## config.mk

```make
export PLATFORM = sky130hd
export DESIGN_NAME = clk_div_prog
export DESIGN_NICKNAME = d
export VERILOG_FILES = /design/src/rtl/clk_div_prog.sv
export SDC_FILE = /design/constraint.sdc
export NUM_CORES = 1
export LEC_CHECK = 0
export ABC_AREA = 1
export BUFFER_PORTS_ARGS = -buffer_cell sky130_fd_sc_hd__buf_4
export CORE_UTILIZATION = 32
export DETAILED_ROUTE_END_ITERATION = 8
export SETUP_SLACK_MARGIN = 0.5
export SKIP_LAST_GASP = 1
export SYNTH_ARGS = -nofsm -noshare
export SYNTH_HDL_FRONTEND = slang
export SYNTH_SLANG_ARGS = --single-unit
```

## constraint.sdc

```tcl
create_clock -name clk_100Mhz -period 3.6 [get_ports clk_100Mhz]
set_input_delay 0.72 -clock clk_100Mhz [delete_from_list [all_inputs] [get_ports clk_100Mhz]]
set_output_delay 0.72 -clock clk_100Mhz [all_outputs]
set_load 0.1 [all_outputs]
```

## src/rtl/clk_div_prog.sv

```systemverilog
// ============================================================================
// Module   : clk_div_prog
// Brief    : Programmable clock-enable generator (pulse or square output) with
//            a shadowed divisor that is applied at period boundaries.
// Revision : 1.0
// ============================================================================
`default_nettype none

module clk_div_prog #(
    parameter int CNT_WIDTH   = 16,
    parameter int DEFAULT_DIV = 10
) (
    input  logic                 clk_100Mhz,
    input  logic                 reset,
    input  logic                 enable,
    input  logic                 mode,
    input  logic [CNT_WIDTH-1:0] div_value,
    input  logic                 div_load,
    output logic                 tick_out,
    output logic [CNT_WIDTH-1:0] div_active,
    output logic                 load_pending
);

    localparam logic [CNT_WIDTH-1:0] c_default_div = CNT_WIDTH'(DEFAULT_DIV);
    localparam logic [CNT_WIDTH-1:0] c_one         = CNT_WIDTH'(1);

    logic [CNT_WIDTH-1:0] r_count;
    logic [CNT_WIDTH-1:0] r_div;
    logic [CNT_WIDTH-1:0] r_shadow;
    logic                 r_pending;
    logic                 r_tick;
    logic                 r_mode;

    logic                 w_mode_change;
    logic                 w_terminal;
    logic [CNT_WIDTH-1:0] w_clamped;
    logic [CNT_WIDTH-1:0] w_count_nxt;
    logic [CNT_WIDTH-1:0] w_div_nxt;
    logic [CNT_WIDTH-1:0] w_shadow_nxt;
    logic                 w_pending_nxt;
    logic                 w_tick_nxt;

    // r_div is never zero, so r_div - 1 cannot underflow.
    always_comb begin
        w_mode_change = (mode != r_mode);
        w_terminal    = enable && !w_mode_change && (r_count == r_div - c_one);
        w_clamped     = (div_value == '0) ? c_one : div_value;
    end

    always_comb begin
        w_count_nxt   = r_count;
        w_div_nxt     = r_div;
        w_shadow_nxt  = r_shadow;
        w_pending_nxt = r_pending;
        w_tick_nxt    = r_tick;

        if (w_mode_change) begin
            w_count_nxt = '0;
            w_tick_nxt  = 1'b0;
        end else if (enable) begin
            w_count_nxt = w_terminal ? '0 : r_count + c_one;
            w_tick_nxt  = mode ? (r_tick ^ w_terminal) : w_terminal;
        end else begin
            w_tick_nxt  = mode ? r_tick : 1'b0;
        end

        // An idle counter or a boundary edge lets a new divisor take effect at once.
        if (div_load) begin
            w_shadow_nxt = w_clamped;
            if (!enable || w_terminal) begin
                w_div_nxt     = w_clamped;
                w_pending_nxt = 1'b0;
                if (!enable) begin
                    w_count_nxt = '0;
                end
            end else begin
                w_pending_nxt = 1'b1;
            end
        end else if (w_terminal && r_pending) begin
            w_div_nxt     = r_shadow;
            w_pending_nxt = 1'b0;
        end
    end

    always_ff @(posedge clk_100Mhz) begin
        if (reset) begin
            r_count   <= '0;
            r_div     <= c_default_div;
            r_shadow  <= c_default_div;
            r_pending <= 1'b0;
            r_tick    <= 1'b0;
            r_mode    <= 1'b0;
        end else begin
            r_count   <= w_count_nxt;
            r_div     <= w_div_nxt;
            r_shadow  <= w_shadow_nxt;
            r_pending <= w_pending_nxt;
            r_tick    <= w_tick_nxt;
            r_mode    <= mode;
        end
    end

    assign tick_out     = r_tick;
    assign div_active   = r_div;
    assign load_pending = r_pending;

endmodule

`default_nettype wire

```

# Yosys cells after proc, flatten, opt, wreduce, memory -nomap -nowiden
# Cells that the tools add are included.
[word_totals]
reg_bits = 51
latch_bits = 0
ram_bits = 0
romBits = 0
input_bits = 21
output_inout_bits = 18
wordCells = 39
memories = 0
[op_classes]
n_addsub = 2
multipliers = 0
div = 0
magnitude_cmp = 0
eq_ne = 4
shifts = 0
muxes = 16
bitwise_logic = 1
reduce_logical = 10
[op_table]
columns = ["operator", "n"]
rows = [
  ["$mux W16", 10],
  ["$add A16 B1 Y16 const B", 1],
  ["$eq A16 B16 Y1", 1],
  ["$logic_not A16 Y1", 1],
  ["$sub A16 B1 Y16 const B", 1],
  ["$mux W1", 6],
  ["$logic_and A1 B1 Y1", 3],
  ["$logic_not A1 Y1", 2],
  ["$ne A2 B1 Y1 const B", 1],
  ["$ne A2 B2 Y1 const B", 1],
  ["$reduce_and A2 Y1", 1],
  ["$reduce_bool A2 Y1", 1],
  ["$reduce_or A2 Y1", 1],
  ["$logic_or A1 B1 Y1", 1],
  ["$ne A1 B1 Y1", 1],
  ["$xor A1 B1 Y1", 1],
]

# Logic depth before layout (Yosys ltp)
# Gate-level depths: netlist of run 1.
[depth]
ltp_word = 10
depth_mapped = 17
mapped_depth_nobuf = 16

# Worst setup path after synthesis of run 1
# OpenSTA, ideal clock, no wires.
[synth_timing]
path_kind = "flip-flop to flip-flop"
from = "reg r_div[0] (netlist: div_active[0])"
to = "reg r_div[8] (netlist: div_active[8])"
setup_ns = 0.120
arrival_time_ns = 2.523
t_required_ns = 3.480
setup_slack_ns = 0.958
stages_incl_launch_ff = 16
n_path_buf = 1
synth_period_minus_slack_ns = 2.642
cell_sequence = "dfxtp_1 > inv_2 > ha_1 > a21oi_1 > nand2_1 > nor2_1 > nand2_1 > nor2_1 > nand3_1 > nor2_4 > nand2_4 > nand2_4 > buf_6 > nand3_1 > nand2_1 > nor2_1"
[synth_via]
elab_chain_cells = 6
elab_cells_between_ends = 8
cone_classes = "add/sub: 1; eq/ne: 2; reduce/logical: 5"
[synth_rtl]
columns = ["element", "line_no", "text"]
rows = [
  ["start, declared", "28", "logic [CNT_WIDTH-1:0] r_div;"],
  ["start signal, assigned", "88", "r_div <= c_default_div;"],
  ["start signal, assigned", "95", "r_div <= w_div_nxt;"],
  ["$sub A16 B1 Y16 (*)", "46", "w_terminal = enable && !w_mode_change && (r_count == r_div - c_one);"],
  ["$eq A16 B16 Y1 (*)", "46", ""],
  ["$logic_and A1 B1 Y1 (*)", "46", ""],
  ["$logic_or A1 B1 Y1 or $logic_and A1 B1 Y1 (tied branches)", "70, 79", ""],
  ["$ne A2 B1 Y1 (no line) or $reduce_bool A2 Y1 (tied branches)", "n/a", ""],
  ["$reduce_and A2 Y1 (no line) (*)", "n/a", ""],
]
# Every way passes the cells marked *; elsewhere a longest branch is shown, timed or not.
# A chain may end at the register's enable or synchronous reset.

# Final worst setup path of run 1
[layout_timing]
from = "reg r_div[0] (netlist: div_active[0])"
to = "reg r_div[1] (netlist: div_active[1])"
# The elaborated chain is that of the path after synthesis.

==> run_results.csv, run 1 <==
group,metric,value,unit
die,initial_utilization,32.9,%
timing,period_share,65.5,%
critical_path,cp_cell_sequence,"inv_2 -> ha_1 -> a21oi_1 -> nand2_1 -> nor2_1 -> nand2_1 -> nor2_1 -> nand3_1 -> nor2_4 -> nand2_4 -> nand2_4 -> nand2_1 -> nand2_1 -> nand3_1",
timing,fin_skew,0.00499,ns
hold_path,min_to,"r_shadow[3]",
yosys,yosysSeqAreaShare,35.8,%
global_routing,use_met2,25.9,%
clock_network,clk_pin_slew,0.10,ns
hold_path,hp-class,"reg2reg",
power,cellLeakagePower,1.51,nW
critical_path,rrSetupSlack,1.24,ns
critical_path,worst-setup-path-type,"reg2reg",
yosys,synthFlopType,"dfxtp_1",
drt,first_iter_violations,74,
yosys,synth_top_cells_by_area,"dfxtp_1 36%, nand2_1 15%, nor2_1 9.3%",
die,rows,34,
global_routing,grt-busiest-layer,"met2",
placement,gp_congestion,0.826,
clock_network,clock-sinks,51,
final_layout,post_route_cells_drive_above_1_share,13.5,%
final_layout,fill_cells,949,
yosys,async_reset_ff_share,0,%
global_routing,antenna_found_initial,0,
timing,setup_viol_count_final,0,
placement,io_buffers,38,
clock_network,cts_buffers,5,
yosys,synth_area,2860,sq um
yosys,post-synth-top-area-fraction,35.8,%
drt,via_per_inst,4.68,
flow_run,cap_violations,0,
hold_path,worstHoldStart,"r_shadow[3]",
clock_network,clk_latency,0.31,ns
drt,wl_per_cell,11.8,microns
final_layout,final_cells,567,
yosys,syn_inst,427,
final_layout,nets,481,
critical_path,r2r_cells,14,
global_routing,grt_max_degree,33,
yosys,synth_warnings,0,
drt,dr.pass1.iters,6,
critical_path,crit_required,3.79,ns
die,fp.dieW,96.5,microns
final_layout,seq_area,1020,sq um
timing,slew_violations,0,
global_routing,use_met1,20.1,%
outcome,status,"complete, no violations",
clock_network,cts_resized,0,
drt,ant_nets,0,
critical_path,crit_path_end_kind,"flip-flop",
clock_network,ctsHoldBuffers,0,
yosys,synth-edff-count,0,
placement,dp_cells,559,
critical_path,worst_ep_arrival_time,2.55,ns
power,ir_drop,171,uV
final_layout,fin_area,3280,sq um
global_routing,grt-ovfl-total,0,
timing,worst_pin_slew,0.843,ns
final_layout,multiInputGateArea,1590,sq um
global_routing,track_usage,15.7,%
timing,hold_violations,0,
yosys,avgSynthCellArea,6.69,sq um
critical_path,crit_top_cell,"nand2_1",
timing,rsz0062_at_grt,"no",
yosys,synth_commonest_cells,"115 x nand2_1, 71 x nor2_1, 51 x dfxtp_1",
critical_path,crit_slowest_cell,"dfxtp_1",
yosys,ys_types,32,
drt,routed_wl,6710,microns
timing,setup_tns,0,ns
drt,drc,0,
critical_path,r2r_end,"div_active[1]",
yosys,synth.most_common_cell,"nand2_1",
critical_path,cp_slowest_stage_delay,0.43,ns
global_routing,grt_use_met3,3.76,%
placement,post-dp-hpwl,5110,microns
final_layout,area_growth_syn_to_layout,14.9,%
die,die_h,96.5,microns
power,power_density,380,nW/um^2
global_routing,first_global_vias,2373,
timing,max_slew_margin,43.8,%
yosys,synth_area_leader_cell,"dfxtp_1",
critical_path,r2r-start,"div_active[0]",
global_routing,grt_pass1_wl,11200,microns
clock_network,cts-root-buf,"clkbuf_8",
clock_network,cts.path.max_buffers,2,
critical_path,cp-start-kind,"flip-flop",
die,ios,39,
clock_network,cts_tree,"built",
drt,vias,2651,
clock_network,postCtsSetupRepairBufs,0,
timing,fin_crit,2.36,ns
power,power,0.00125,W
clock_network,htreeDepth,2,
final_layout,diodes,0,
yosys,ys_ff_latch,51,
yosys,syn-num-nets,450,
hold_path,whs_path_depth,2,
critical_path,cp_max_fo,32,
placement,postPlaceCellArea,3190,sq um
die,core_area,8680,sq um
timing,fmax,0.424,GHz
critical_path,cp_top_family,"simple AND/OR/NAND/NOR gates",
critical_path,critPathBufInv,1,
die,dieArea,9300,sq um
layout by cell type (no fill, tap or decap), types with 3 or more instances in the layout:
master    netlist  final
inv_1          41     41
nor2_2          3      3
nand4_1         6      6
buf_4           2     38
o21ai_0         5      5
xor2_1          8      8
mux2i_1        13     13
xnor2_1         7      7
dfxtp_1        51     51
nor2_4          3      3
nor2_1         71     71
clkbuf_8        0      5
nand2_1       115    115
nand2_2         3      3
a21oi_1        22     22
nand3_1        43     43
nor4_1          4      4
per-stage QoR:
stage,hold slack [ns],util (%),setup slack (ns)
2_1_floorplan,0.424,-,0.958
3_3_place_gp,0.447,36.7,1.16
3_5_place_dp,0.446,36.7,1.14
4_1_cts,0.470,37.8,1.24
5_1_grt,0.485,37.8,1.02
6_report,0.471,37.8,1.24
worst max-delay path by stage:
stage	start	end	cells after the start
after global placement	mode	div_active[13]	15
after floorplan	div_active[0]	div_active[8]	15
after detailed placement	mode	div_active[1]	15
after CTS	div_active[0]	div_active[1]	14
after global routing	div_active[0]	div_active[12]	15
final	div_active[0]	div_active[1]	14
metal layers:
| layer | wire length (microns) | vias to the layer above |
|---|---|---|
| met5 | 0 | - |
| met4 | 95 | 0 |
| met3 | 257 | 10 |
| met2 | 3100 | 55 |
| met1 | 3260 | 1173 |
| li1 | - | 1413 |
kinds of logic (layout without fill, tap and decap cells):
logic type      Yosys count  after routing  synth area share [%]
simple gates            260            260                  40.4
fa+ha+maj                 2              2                 0.876
mux                      13             13                  4.56
flops                    51             51                  35.8
buf+inv                  57             89                  8.72
xor+xnor                 15             15                  4.60
compound gates           29             29                  5.08
worst min-delay path: cells and delay by family (launching register included):
family,cells,cell delay (ns)
flip-flops,1,0.32
AND/OR/NAND/NOR,2,0.13
report_power, final:
| group | switching (W) | total [W] | internal [W] |
|---|---|---|---|
| sequential | 0.0000240 | 0.000612 | 0.000588 |
| clock | 0.000201 | 0.000341 | 0.000140 |
| combinational | 0.000209 | 0.000294 | 0.0000843 |
layout make-up:
type / count / area share, %
clock buffers: 5 / 2.10
clock inverters: 3 / 0.687
inverters: 43 / 4.92
multi-input cells: 319 / 48.3
flip-flops and latches: 51 / 31.1
well taps: 108 / 4.12
repair buffers: 38 / 8.70
flip-flops by register name, summed over array words and instances, names as in the netlist:
signal / count
r_mode: 1
r_shadow: 16
r_count: 16
div_active: 16
load_pending: 1
tick_out: 1
(Power assumes the default switching activity.)
==> run 2, diff against run 1 <==
==> constraint.sdc (replaced) <==
create_clock -name clk_100Mhz -period 2.25 [get_ports clk_100Mhz]
set_input_delay 0.45 -clock clk_100Mhz [delete_from_list [all_inputs] [get_ports clk_100Mhz]]
set_output_delay 0.45 -clock clk_100Mhz [all_outputs]
set_load 0.1 [all_outputs]
==> run_results.csv, run 2 (same netlist as run 1, synthesis figures left out) <==
group,metric,value,unit
outcome,status,"complete, no violations",
global_routing,antenna_found_initial,0,
timing,setup_tns,0,ns
die,fp.dieW,96.5,microns
flow_run,cap_violations,0,
final_layout,final_cell_mix,"112 x nand2_1, 57 x nor2_1, 48 x buf_4",
clock_network,cts.path.max_buffers,2,
global_routing,first_global_vias,2505,
die,ios,39,
final_layout,final_common_cell,"nand2_1",
drt,routed_wl,7310,microns
die,die_h,96.5,microns
timing,fin_skew,0.00850,ns
timing,setup_viol_count_final,0,
clock_network,cts-root-buf,"clkbuf_8",
clock_network,clk_pin_slew,0.11,ns
drt,first_iter_violations,128,
placement,postPlaceCellArea,3280,sq um
critical_path,cp-start-kind,"flip-flop",
timing,fin_crit,1.98,ns
final_layout,diodes,0,
timing,setup_slack,0.266,ns
final_layout,area_growth_syn_to_layout,27.2,%
clock_network,cts_tree,"built",
clock_network,cts_buffers,5,
power,cellLeakagePower,1.61,nW
hold_path,min_to,"r_mode",
die,dieArea,9300,sq um
timing,fmax,0.504,GHz
clock_network,ctsHoldBuffers,0,
clock_network,clk_latency,0.31,ns
timing,hold_violations,0,
placement,post-dp-hpwl,5070,microns
final_layout,fill_cells,941,
critical_path,crit_path_end_kind,"flip-flop",
hold_path,worstHoldStart,"mode",
critical_path,rrSetupSlack,0.27,ns
power,ir_drop,328,uV
clock_network,htreeDepth,2,
critical_path,crit_required,2.45,ns
die,core_area,8680,sq um
die,initial_utilization,32.9,%
final_layout,nets,496,
global_routing,grt-busiest-layer,"met2",
drt,drc,0,
timing,slew_violations,0,
critical_path,r2r_cells,14,
placement,preCtsSetupSlack,0.0777,ns
global_routing,grt_max_degree,32,
global_routing,grt-ovfl-total,0,
critical_path,cp_max_fo,8,
clock_network,clock-sinks,51,
placement,gp_congestion,0.879,
hold_path,whs_path_depth,3,
critical_path,worst_ep_arrival_time,2.19,ns
die,rows,34,
critical_path,worst-setup-path-type,"reg2reg",
drt,via_per_inst,4.78,
drt,wl_per_cell,12.6,microns
timing,max_slew_margin,54.4,%
critical_path,r2r_end,"div_active[1]",
timing,worst_pin_slew,0.682,ns
drt,dr.pass1.iters,4,
critical_path,r2r-start,"div_active[0]",
global_routing,use_met2,28.5,%
global_routing,use_met1,21.0,%
hold_path,hp-class,"in2reg",
global_routing,grt_pass1_wl,11800,microns
timing,period_share,88.2,%
global_routing,track_usage,16.4,%
drt,ant_nets,0,
final_layout,post_route_cells_drive_above_1_share,27.0,%
placement,io_buffers,38,
power,power_density,576,nW/um^2
global_routing,grt_use_met3,2.43,%
timing,rsz0062_at_grt,"yes",
final_layout,fin_area,3630,sq um
drt,vias,2780,
run 2: cell count changes in the layout (fill, tap and decap cells not counted), sizes merged:
cell and change:
inv +1, nand2 +3, buf +12, clkinv -1
run 2: repair_timing:
item                                    CTS  global route
endpoints found under the setup margin   33            34
setup buffers                             6             2
pin swaps                                22            11
gates cloned                              4             0
resized for setup                        16            26
hold endpoints to repair                  0             0
run 2: routing by layer:
| layer | routed length, microns | vias up | share of wire (%) |
|---|---|---|---|
| li1 | - | 1451 | - |
| met1 | 3390 | 1248 | 46 |
| met2 | 3480 | 69 | 48 |
| met3 | 319 | 12 | 4.4 |
| met4 | 129 | 0 | 1.8 |
| met5 | 0 | - | 0 |
run 2: area by class of cell:
cell class	count	area [sq um]	share of cell area [%]
flip-flops and latches	51	1050	29.0
inverters	43	166	4.58
multi-input cells	322	1800	49.6
well taps	108	135	3.72
repair buffers	50	387	10.6
clock buffers	5	68.8	1.90
clock inverters	3	22.5	0.620
run 2: metrics by stage:
step | total power, W | utilization, % | instances | hold WS [ns]
floorplan | 0.00138 | - | 427 | 0.424
global placement | 0.00149 | 37.8 | 562 | 0.444
detailed placement | 0.00149 | 37.8 | 562 | 0.447
CTS | 0.00209 | 40.7 | 580 | 0.377
global route | 0.00220 | 41.8 | 582 | 0.385
finish | 0.00209 | 41.8 | 582 | 0.381
run 2: worst max-delay path by stage:
stage               cells past startpoint             to     startpoint
finish                                 14  div_active[1]  div_active[0]
global route                           14  div_active[0]  div_active[1]
CTS                                    15  div_active[1]  div_active[0]
detailed placement                     14  div_active[1]         enable
global placement                       15  div_active[3]           mode
floorplan                              16  div_active[8]  div_active[0]
run 2: critical path: stages, from the launching register on:
cell and delay [ns]:
dfxtp_4 0.37, inv_4 0.04, ha_4 0.23, a21oi_2 0.11
nand2_1 0.06, nor2_1 0.11, nand2_1 0.06, nor2_1 0.11
nand3_1 0.12, nor2_4 0.19, nand2_8 0.13, nand2_8 0.12
nand2_2 0.07, nand2_1 0.08, nand3_1 0.06
run 2: where the power goes:
group / total (W) / switching [W] / internal (W)
Combinational: 0.000538 / 0.000370 / 0.000168
Sequential: 0.000985 / 0.0000410 / 0.000944
Clock: 0.000570 / 0.000344 / 0.000226
